--- src/rtl/my_tx_if.sv ---
// Byte-in / serial-out handshake bundle for the my_tx UART transmitter.
// The master side offers bytes; the slave side (the transmitter) drives the line.
interface my_tx_if;
  logic       valid;
  logic [7:0] data;
  logic       ready;
  logic       tx;
  logic       done;

  modport master (output valid, output data, input ready, input tx, input done);
  modport slave  (input valid, input data, output ready, output tx, output done);
endinterface

--- src/rtl/my_tx.sv ---
// UART transmitter: accepts one byte per valid/ready handshake and serialises it
// as start, 8 data bits LSB first, optional parity and 1 or 2 stop bits.
module my_tx #(
  parameter int CLKS_PER_BIT = 16,
  parameter int PARITY       = 0,
  parameter int STOP_BITS    = 1
) (
  input logic     clk,
  input logic     rst_n,
  my_tx_if.slave  bus
);

  localparam int              CW       = (CLKS_PER_BIT > 1) ? $clog2(CLKS_PER_BIT) : 1;
  localparam logic [CW-1:0]   LAST_CNT = CW'(CLKS_PER_BIT - 1);
  localparam logic            LAST_STP = 1'(STOP_BITS - 1);
  localparam logic            ODD_PAR  = (PARITY == 2);

  typedef enum logic [2:0] {
    S_IDLE,
    S_START,
    S_DATA,
    S_PARITY,
    S_STOP
  } state_e;

  state_e        state_q, state_d;
  logic [CW-1:0] cnt_q, cnt_d;
  logic [2:0]    bit_q, bit_d;
  logic          stop_q, stop_d;
  logic [7:0]    shift_q, shift_d;
  logic          par_q, par_d;
  logic          tx_q, tx_d;
  logic          ready_q, ready_d;
  logic          done_q, done_d;
  logic          bit_end;

  assign bus.ready = ready_q;
  assign bus.tx    = tx_q;
  assign bus.done  = done_q;

  always_ff @(posedge clk or negedge rst_n) begin
    if (!rst_n) begin
      state_q <= S_IDLE;
      cnt_q   <= '0;
      bit_q   <= '0;
      stop_q  <= 1'b0;
      shift_q <= '0;
      par_q   <= 1'b0;
      tx_q    <= 1'b1;
      ready_q <= 1'b0;
      done_q  <= 1'b0;
    end else begin
      state_q <= state_d;
      cnt_q   <= cnt_d;
      bit_q   <= bit_d;
      stop_q  <= stop_d;
      shift_q <= shift_d;
      par_q   <= par_d;
      tx_q    <= tx_d;
      ready_q <= ready_d;
      done_q  <= done_d;
    end
  end

  // Line level, ready and done are all computed from the next state so that
  // each is a clean register output aligned with the state it belongs to.
  always_comb begin
    state_d = state_q;
    cnt_d   = cnt_q;
    bit_d   = bit_q;
    stop_d  = stop_q;
    shift_d = shift_q;
    par_d   = par_q;
    done_d  = 1'b0;
    tx_d    = 1'b1;
    bit_end = (cnt_q == LAST_CNT);

    if (state_q != S_IDLE) begin
      cnt_d = bit_end ? '0 : cnt_q + CW'(1);
    end

    case (state_q)
      S_IDLE: begin
        if (bus.valid && ready_q) begin
          shift_d = bus.data;
          par_d   = (^bus.data) ^ ODD_PAR;
          cnt_d   = '0;
          bit_d   = '0;
          state_d = S_START;
        end
      end
      S_START: begin
        if (bit_end) state_d = S_DATA;
      end
      S_DATA: begin
        if (bit_end) begin
          shift_d = {1'b0, shift_q[7:1]};
          if (bit_q == 3'd7) begin
            state_d = (PARITY != 0) ? S_PARITY : S_STOP;
            stop_d  = 1'b0;
          end else begin
            bit_d = bit_q + 3'd1;
          end
        end
      end
      S_PARITY: begin
        if (bit_end) begin
          state_d = S_STOP;
          stop_d  = 1'b0;
        end
      end
      S_STOP: begin
        if (bit_end) begin
          if (stop_q == LAST_STP) begin
            state_d = S_IDLE;
            done_d  = 1'b1;
          end else begin
            stop_d = stop_q + 1'b1;
          end
        end
      end
      default: state_d = S_IDLE;
    endcase

    case (state_d)
      S_START:  tx_d = 1'b0;
      S_DATA:   tx_d = shift_d[0];
      S_PARITY: tx_d = par_d;
      default:  tx_d = 1'b1;
    endcase

    ready_d = (state_d == S_IDLE);
  end

endmodule

--- src/flat_wrapper.sv ---
// flat-port wrapper written by rule: the top's interface ports become plain ports
module my_tx_flat 
#(
  parameter int CLKS_PER_BIT = 16,
  parameter int PARITY       = 0,
  parameter int STOP_BITS    = 1
)
  (clk, rst_n, bus_valid, bus_data, bus_ready, bus_tx, bus_done);
  my_tx_if bus_i ();
  input logic clk;
  input logic rst_n;
  input wire logic [$bits(bus_i.valid)-1:0] bus_valid;
  input wire logic [$bits(bus_i.data)-1:0] bus_data;
  output wire logic [$bits(bus_i.ready)-1:0] bus_ready;
  output wire logic [$bits(bus_i.tx)-1:0] bus_tx;
  output wire logic [$bits(bus_i.done)-1:0] bus_done;
  assign bus_i.valid = bus_valid;
  assign bus_i.data = bus_data;
  assign bus_ready = bus_i.ready;
  assign bus_tx = bus_i.tx;
  assign bus_done = bus_i.done;
  my_tx #(.CLKS_PER_BIT(CLKS_PER_BIT), .PARITY(PARITY), .STOP_BITS(STOP_BITS)) u_core (.clk(clk), .rst_n(rst_n), .bus(bus_i));
endmodule
--- config.mk ---
export PLATFORM = sky130hd
export DESIGN_NAME = my_tx_flat
export DESIGN_NICKNAME = d
export VERILOG_FILES = /design/src/rtl/my_tx_if.sv /design/src/rtl/my_tx.sv /design/src/flat_wrapper.sv
export SDC_FILE = /design/constraint.sdc
export NUM_CORES = 1
export LEC_CHECK = 0
export ABC_CLOCK_PERIOD_IN_PS = 3300
export CAP_MARGIN = 20
export CORE_UTILIZATION = 57
export DETAILED_ROUTE_END_ITERATION = 12
export GPL_ROUTABILITY_DRIVEN = 0
export PLACE_DENSITY = 0.85
export SLEW_MARGIN = 25
export SYNTH_ARGS = -nofsm -noshare
export SYNTH_HDL_FRONTEND = slang
export SYNTH_SLANG_ARGS = --single-unit
--- constraint.sdc ---
create_clock -name clk -period 3.3 [get_ports clk]
set_clock_uncertainty 0.05 [all_clocks]
set_input_delay 0.66 -clock clk [delete_from_list [all_inputs] [get_ports clk]]
set_output_delay 0.66 -clock clk [all_outputs]
set_load 0.005 [all_outputs]
==> results of run 1 <==
-- layout make-up --
type	count	share of cell area
clock buffers	3	0.0178
multi-input cells	75	0.396
flip-flops and latches	22	0.436
well taps	25	0.0247
inverters	1	0.00296
clock inverters	1	0.0237
repair buffers	13	0.0988
-- per-layer routing --
layer	global-route usage	wire, um
met5	0	0
met4	0.145	74
met3	0.0440	59
met2	0.432	1040
met1	0.287	915
-- cells in the mapped netlist --
master                      count  area [sq um]
sky130_fd_sc_hd__o2111ai_1      1          8.76
sky130_fd_sc_hd__a31oi_1        2          12.5
sky130_fd_sc_hd__a2bb2oi_4      1          26.3
sky130_fd_sc_hd__a31o_1         1          8.76
sky130_fd_sc_hd__a21oi_2        1          8.76
sky130_fd_sc_hd__dfstp_2        1          26.3
sky130_fd_sc_hd__nand3_1        1          5.00
sky130_fd_sc_hd__nor3_1         1          5.00
sky130_fd_sc_hd__a22oi_1        7          52.6
sky130_fd_sc_hd__dfrtp_1       21           526
sky130_fd_sc_hd__a22o_1         3          26.3
sky130_fd_sc_hd__and3_1         1          6.26
sky130_fd_sc_hd__ha_1           3          37.5
sky130_fd_sc_hd__xnor2_1        7          61.3
sky130_fd_sc_hd__nor2b_1        1          6.26
sky130_fd_sc_hd__nor3_2         1          10.0
sky130_fd_sc_hd__nor2_4         1          11.3
sky130_fd_sc_hd__nor4_1         1          6.26
sky130_fd_sc_hd__o32ai_1        1          8.76
sky130_fd_sc_hd__nor2_1         3          11.3
sky130_fd_sc_hd__nand4_1        1          6.26
sky130_fd_sc_hd__o22ai_1        1          6.26
sky130_fd_sc_hd__mux2_4         1          15.0
sky130_fd_sc_hd__o21ai_0        6          30.0
sky130_fd_sc_hd__inv_1          1          3.75
sky130_fd_sc_hd__or3_1          2          12.5
sky130_fd_sc_hd__nor3b_2        1          12.5
sky130_fd_sc_hd__a21o_1         1          7.51
sky130_fd_sc_hd__buf_6          1          11.3
sky130_fd_sc_hd__nand2_1       22          82.6
sky130_fd_sc_hd__a21oi_1        2          10.0
sky130_fd_sc_hd__nand2b_1       1          6.26
-- registers in the layout, indices dropped and copies added (netlist names) --
name,flops
u_core.bit_q,3
u_core.bus.done,1
u_core.bus.ready,1
u_core.bus.tx,1
u_core.cnt_q,4
u_core.par_q,1
u_core.shift_q,8
u_core.state_q,3
-- cells by family after synthesis --
kind of cell	count (synthesis)	synth area share
AO/OA/AOI/OAI	27	0.193
XOR/XNOR	7	0.0574
flip-flops	22	0.516
buffers and inverters	2	0.0140
AND/OR/NAND/NOR	37	0.170
multiplexers	1	0.0140
adder cells (fa/ha/maj)	3	0.0351
-- power breakdown --
group / switching (mW) / total [mW] / internal [mW]
combinational: 0.0157 / 0.0349 / 0.0192
sequential: 0 / 0.270 / 0.270
clock: 0.0825 / 0.205 / 0.123
total: 0.0982 / 0.510 / 0.412
-- final timing paths --
kind / end
setup / recovery: bus_tx
hold reg to reg: u_core.shift_q[0]$_DFF_PN0_
hold / removal: u_core.cnt_q[0]$_DFF_PN0_
setup reg to reg: u_core.bit_q[0]$_DFFE_PN0P_
min in group clk: u_core.shift_q[0]$_DFF_PN0_
max in group asynchronous: u_core.bus.tx$_DFF_PN1_
-- metrics by stage --
step	hold WS [ns]	utilization	instance area, sq um
global route	0.262	0.725	1270
CTS	0.447	0.728	1270
detailed placement	0.415	0.698	1220
global placement	0.409	0.698	1220
floorplan	0.314	-	1070
finish	0.222	0.725	1270
==> run summary, run 1 <==
The count of vias placed by the detailed router came out at 807. The number of nets produced by synthesis was 113. The static leakage was 0.565 nW; the via count of the first global-routing pass was 790. The detail route stage leaves a number of antenna-violating nets equal to 0.

The floorplan step defined a die boundary enclosing 0.00205 sq mm. The standard cell with the maximum stage delay on the critical path is sky130_fd_sc_hd__dfstp_2. Clock-pin slew was measured on the worst setup and hold paths at 0.13 ns. The source of the worst register-to-register timing path is u_core.state_q[0]$_DFF_PN0_. For the worst setup path, the data required time is 2.59 ns. The flow ran to the end, and the final reports show no timing, DRC or antenna violations. For the number of different library cells in the post-synthesis netlist, the log shows 32. Critical path buffer and inverter count: 1. The worst relative slew slack was 0.609; the post-DP HPWL was 1470 um. The area of all sequential standard cells was 552 sq um; the violation count after the first detailed-route iteration was 15. For flop-to-flop paths, the worst setup slack is 1.37 ns. IR analysis of the VDD net gives a maximum drop of 0.000306 V. STA puts the critical path data arrival time at 1.35 ns. STA classifies the critical path startpoint as a register.

The run gives 0.510 mW as the post-layout total power. Measured along the x axis, the die boundary spans 45.3 um. Input and output buffers added on the ports amount to 13. Measured in cells, the most critical reg-to-reg path has a length of 4. The worst path needs 2.06 ns of the cycle, external delays included. In the routed design, unresolved DRC markers number 0. For the placeable core region, the log shows 0.00175 sq mm. Number of antenna violations at the first check in global routing: 0. Setup repair after global routing left no endpoint under its margin.

The cell total after placement is 136. Beginning of the critical path: u_core.bus.tx$_DFF_PN1_. Setup violations remaining at the end of the flow were counted as 0.

The net count of the finished layout is 130. Count of final max-slew check failures: 0. For this run, the number of standard cells in the final layout without fillers is 140. The floorplan step set the die height to 45.3 um.

The depth of the CTS H-tree was 1. TritonCTS built the clock tree. Share of post-route cells with drive strength above 1: 0.104. For the sum of negative setup slack, the log shows 0 ns. For the part of the Yosys area used for sequential elements, the log shows 0.516. In this run the power density over the cells is 403 mW/mm^2. After detailed routing, the average wire length per cell comes to 14.9 um. For the starting utilization of the core area, the log shows 0.612.

The library cells used most frequently in the layout, excluding fill and tap cells, are sky130_fd_sc_hd__nand2_1 (22), sky130_fd_sc_hd__dfrtp_1 (21), sky130_fd_sc_hd__clkdlybuf4s50_1 (12). Entering global routing, the biggest net connects 23 pins. At the placement stage, the worst setup path has a slack of 1.13 ns. The fraction of the cycle the final worst path needs works out to 0.624. For the pin with the worst max-slew slack, the measured transition is 0.581 ns. The number of antenna diodes in the final layout is 0. Pin placement for this block handled 14 I/O pins.

At the later pin of the worst-skew pair, clock insertion delay measures 0.32 ns. Endpoint class of the critical path: an output port. The cell area that synthesis handed to floorplanning was 0.00107 sq mm. The path class of the tightest hold or removal check is in2async. The run gives 99 as the synthesized instance count.

The pre-antenna-repair detailed-routing pass consisted of 4 iterations. The global-route wire length before repair came out at 3490 um. Buffers inserted during clock tree synthesis total 3. Leaving out fill and tap cells, the most frequent cell in the layout is sky130_fd_sc_hd__nand2_1. Area of the multi-input gates: 502 sq um. The number of cells on the critical path is 1. Broken down by cell family, the worst path's largest delay share belongs to flip-flops. In the routed layout, each cell is associated on average with a via count of 5.76.

The floorplan has 15 rows. Compared with the post-synthesis result, the final layout area differs by 18.5%. On the worst path, the slowest cell contributes a delay of 0.54 ns.

Derived from the worst setup path, the maximum achievable clock frequency is 486 MHz. The tools report the overflow left after global routing as 0. Wires add up to 2080 um. The average instance in the mapped netlist occupies 10.8 sq um.

In this run the clock root is driven by a sky130_fd_sc_hd__clkbuf_4. The final count of hold timing violations was 0. Largest fanout of any net on the critical path: 1. For the number of hold-repair buffers added at the cts stage, the log shows 0. The signal on the critical path passes through clkdlybuf4s50_1. The logs give 140 for the final-layout fill cell count and 0 for the number of buffers inserted to repair setup after CTS. The logs give 0.250 for the global router's overall resource usage and 1.24 ns for the final setup slack of the worst path. The count of synthesis-stage warnings from yosys is 0. The number of sinks driven by the clock tree came out at 22.

For the clock tree buffer depth, the log shows 2. The critical path is of the reg2out type. The logs give 0 for the post-cts repair resize count and 0 for the count of maximum capacitance violations.

The synthesized flop and latch total was 22.
Note: power is estimated with default switching activity, not from simulation.
==> run 2: changes to the inputs <==
- ABC_CLOCK_PERIOD_IN_PS: 3300 -> 2000
- CORE_UTILIZATION: 57 -> 53
- PLACE_DENSITY: 0.85 -> 0.8
- clock period: 3.3 -> 2 ns (I/O delays scaled with it)
==> run 2 against run 1 <==
  * Critical path depth grew 4
  * Routed wire length grew 5.4%
  * Core utilization grew 0.79 points
  * Total power grew 46%
  * First-iteration DRC count shrank 20%
  * Critical path type is now reg2reg
  * Non-clock buffer count grew 8
  * Clock-buffer cell count grew 1
==> run summary, run 2 (synthesized netlist as in run 1, its figures left out) <==
Post-CTS timing repair inserted 0 buffers for setup. Setup violations remaining at the end of the flow were counted as 0. Leaving out fill and tap cells, the most frequent cell in the layout is sky130_fd_sc_hd__nand2_1. Clock tree synthesis found a total of 22 sinks. Source of the worst register-to-register timing path: u_core.cnt_q[0]$_DFF_PN0_. The worst setup path is of the reg2reg kind.

Endpoint class of the critical path: a register. Subtracting the final worst setup slack from the clock period gives 1.88 ns. Counting along the longest clock path gives a buffer depth of 2. The type of the worst min-delay path was in2async. The total DRC errors in the routed layout was 0; the number of clock buffers inserted by TritonCTS was 3.

The run gives 835 as the via count of the first global-routing pass. The die is 46.9 um tall. The switching power of the nets is 0.153 mW. The flow ran to the end, and the final reports show no timing, DRC or antenna violations.

Setup repair after global routing left no endpoint under its margin. The floorplan step defined a die boundary enclosing 0.00220 sq mm. Relative to the synthesized area, the layout overhead comes to 23.7%. In this run, the number of DRC markers left after iteration 0 of detailed routing was 12. Across all layers, the routed design uses 847 vias. The post-CTS clock slew at the launch and capture registers of the worst setup and hold paths is 0.12 ns. In the final layout, the registers with the most flip-flops are u_core.shift_q x8, u_core.cnt_q x4.

Minimum setup slack after placement: 0.0842 ns. Data on the critical path is required at its endpoint by 2.19 ns. Fraction of the cycle the final worst path needs: 0.938. The worst setup path is launched from a register. The run gives 0.000495 V as the maximum vdd ir drop.

The number of antenna violations at the first check in global routing was 0; the utilization after layout was 0.733. The logs give 0.593 for the starting utilization of the core area and 15 for the number of rows in the core area. The repair_antennas step left the layout with diodes totalling 0.

The count of final max-slew check failures is 0. The tools report the total iterations of the first detailed-routing run as 4. Timing would allow up to 533 MHz. After detailed routing, the average wire length per cell comes to 14.8 um. The part of the power in combinational logic is 0.080.

The final count of hold timing violations is 0, and the slew of the pin with the lowest slew margin is 0.561 ns. The placeable core region came out at 0.00180 sq mm. Of all nets on the critical path, the largest fanout is 5.

The tools report the post-DP HPWL as 1670 um. After detailed routing, the number of vias per cell comes to 5.72. 14 I/O pins were placed. The chip width works out to 46.9 um. The logs give 0.743 mW for the post-layout total power and 0 for the count of maximum capacitance violations. The final-layout fill cell count was 142. The internal cell power is 0.590 mW. For the depth of the CTS H-tree, the log shows 1. For flop-to-flop paths, the worst setup slack is 0.12 ns.

The power per cell area is 562 mW/mm^2. Pin count of the biggest net entering global routing: 23. For this run, the post-layout net count is 138.

The detail route stage leaves a number of antenna-violating nets equal to 0. Adding up every negative setup slack in the final design gives 0 ns. The clock reaches the later pin of the worst-skew pair after 0.30 ns. The register with the most flip-flops in the final layout is u_core.shift_q. TritonCTS built the clock tree. The switching share of total power was 0.206; the worst relative slew slack was 0.625.

The tools report the clock network fraction of total power as 0.321. Once routing completed, OpenROAD measured the worst setup slack at 0.123 ns. For the power share of the sequential group, the log shows 0.599. The total overflow left after global routing is 0. The logs give 3660 um for the global-route wire length before repair and 2200 um for the total wire length. Share of post-route cells with drive strength above 1: 0.163. Data arrives at the worst endpoint at 2.07 ns. Port buffering added 13 buffers. In the layout the commonest cells are sky130_fd_sc_hd__nand2_1 (22), sky130_fd_sc_hd__dfrtp_1 (21), sky130_fd_sc_hd__clkdlybuf4s50_1 (13).

In this run the clock root is driven by a sky130_fd_sc_hd__clkbuf_4. The depth of the worst register-to-register path is 5, and the flip-flop count of the largest register, all copies and words added is 8. Endpoint of the most critical register-to-register path: u_core.bus.tx$_DFF_PN1_.

In this run the static leakage power is 0.599 nW. Global router's overall resource usage: 0.242.
-- run 2: metal layers --
layer	track usage	vias to the layer above	wire (um)
li1	-	409	-
met1	0.297	422	998
met2	0.433	14	1140
met3	0.0346	2	46
met4	0.0857	0	14
met5	0	-	0
-- run 2: layout make-up --
class | count | area [sq um] | share of cell area
Sequential cell | 22 | 552 | 0.418
Multi-Input combinational cell | 75 | 508 | 0.384
Timing Repair Buffer | 21 | 190 | 0.144
Clock buffer | 4 | 36.3 | 0.0275
Tap cell | 25 | 31.3 | 0.0237
Inverter | 1 | 3.75 | 0.00284
-- run 2: how the worst max path moves through the flow --
stage,start,to,slack [ns],cells past startpoint
floorplan,u_core.state_q[2]$_DFF_PN0_,u_core.bit_q[0]$_DFFE_PN0P_,0.27,5
global placement,bus_valid,u_core.bit_q[0]$_DFFE_PN0P_,0.12,5
detailed placement,bus_valid,u_core.bit_q[0]$_DFFE_PN0P_,0.08,5
CTS,u_core.cnt_q[0]$_DFF_PN0_,u_core.bit_q[0]$_DFFE_PN0P_,0.16,5
global route,u_core.cnt_q[0]$_DFF_PN0_,u_core.bus.tx$_DFF_PN1_,0.04,5
finish,u_core.cnt_q[0]$_DFF_PN0_,u_core.bus.tx$_DFF_PN1_,0.12,5
-- run 2: stage by stage --
| stage | hold slack (ns) | std cells | cell area (sq um) |
|---|---|---|---|
| after global placement | 0.403 | 144 | 1280 |
| after CTS | 0.387 | 148 | 1320 |
| after detailed placement | 0.416 | 144 | 1280 |
| after floorplan | 0.0544 | 99 | 1070 |
| final | 0.386 | 148 | 1320 |
| after global routing | 0.397 | 148 | 1320 |
-- run 2: worst max-delay path, stage by stage (launching register included) --
cell and delay, ns:
sky130_fd_sc_hd__dfrtp_1 0.45, sky130_fd_sc_hd__ha_1 0.29, sky130_fd_sc_hd__and3_1 0.23, sky130_fd_sc_hd__o32ai_1 0.50
sky130_fd_sc_hd__a31oi_1 0.08, sky130_fd_sc_hd__a31o_1 0.22
-- run 2: power groups by stage --
stage	sequential (mW)	clock, mW	combinational, mW
floorplan	0.453	0	0.0234
global placement	0.453	0	0.0578
detailed placement	0.453	0	0.0589
CTS	0.445	0.249	0.0603
global route	0.445	0.266	0.0659
finish	0.445	0.238	0.0597
-- run 2: repair_timing --
item                                    in CTS  in global routing
resized for setup                            0                  1
endpoints found under the setup margin       0                  3
hold buffers                                 0                  0
endpoints found under the hold margin        0                  0
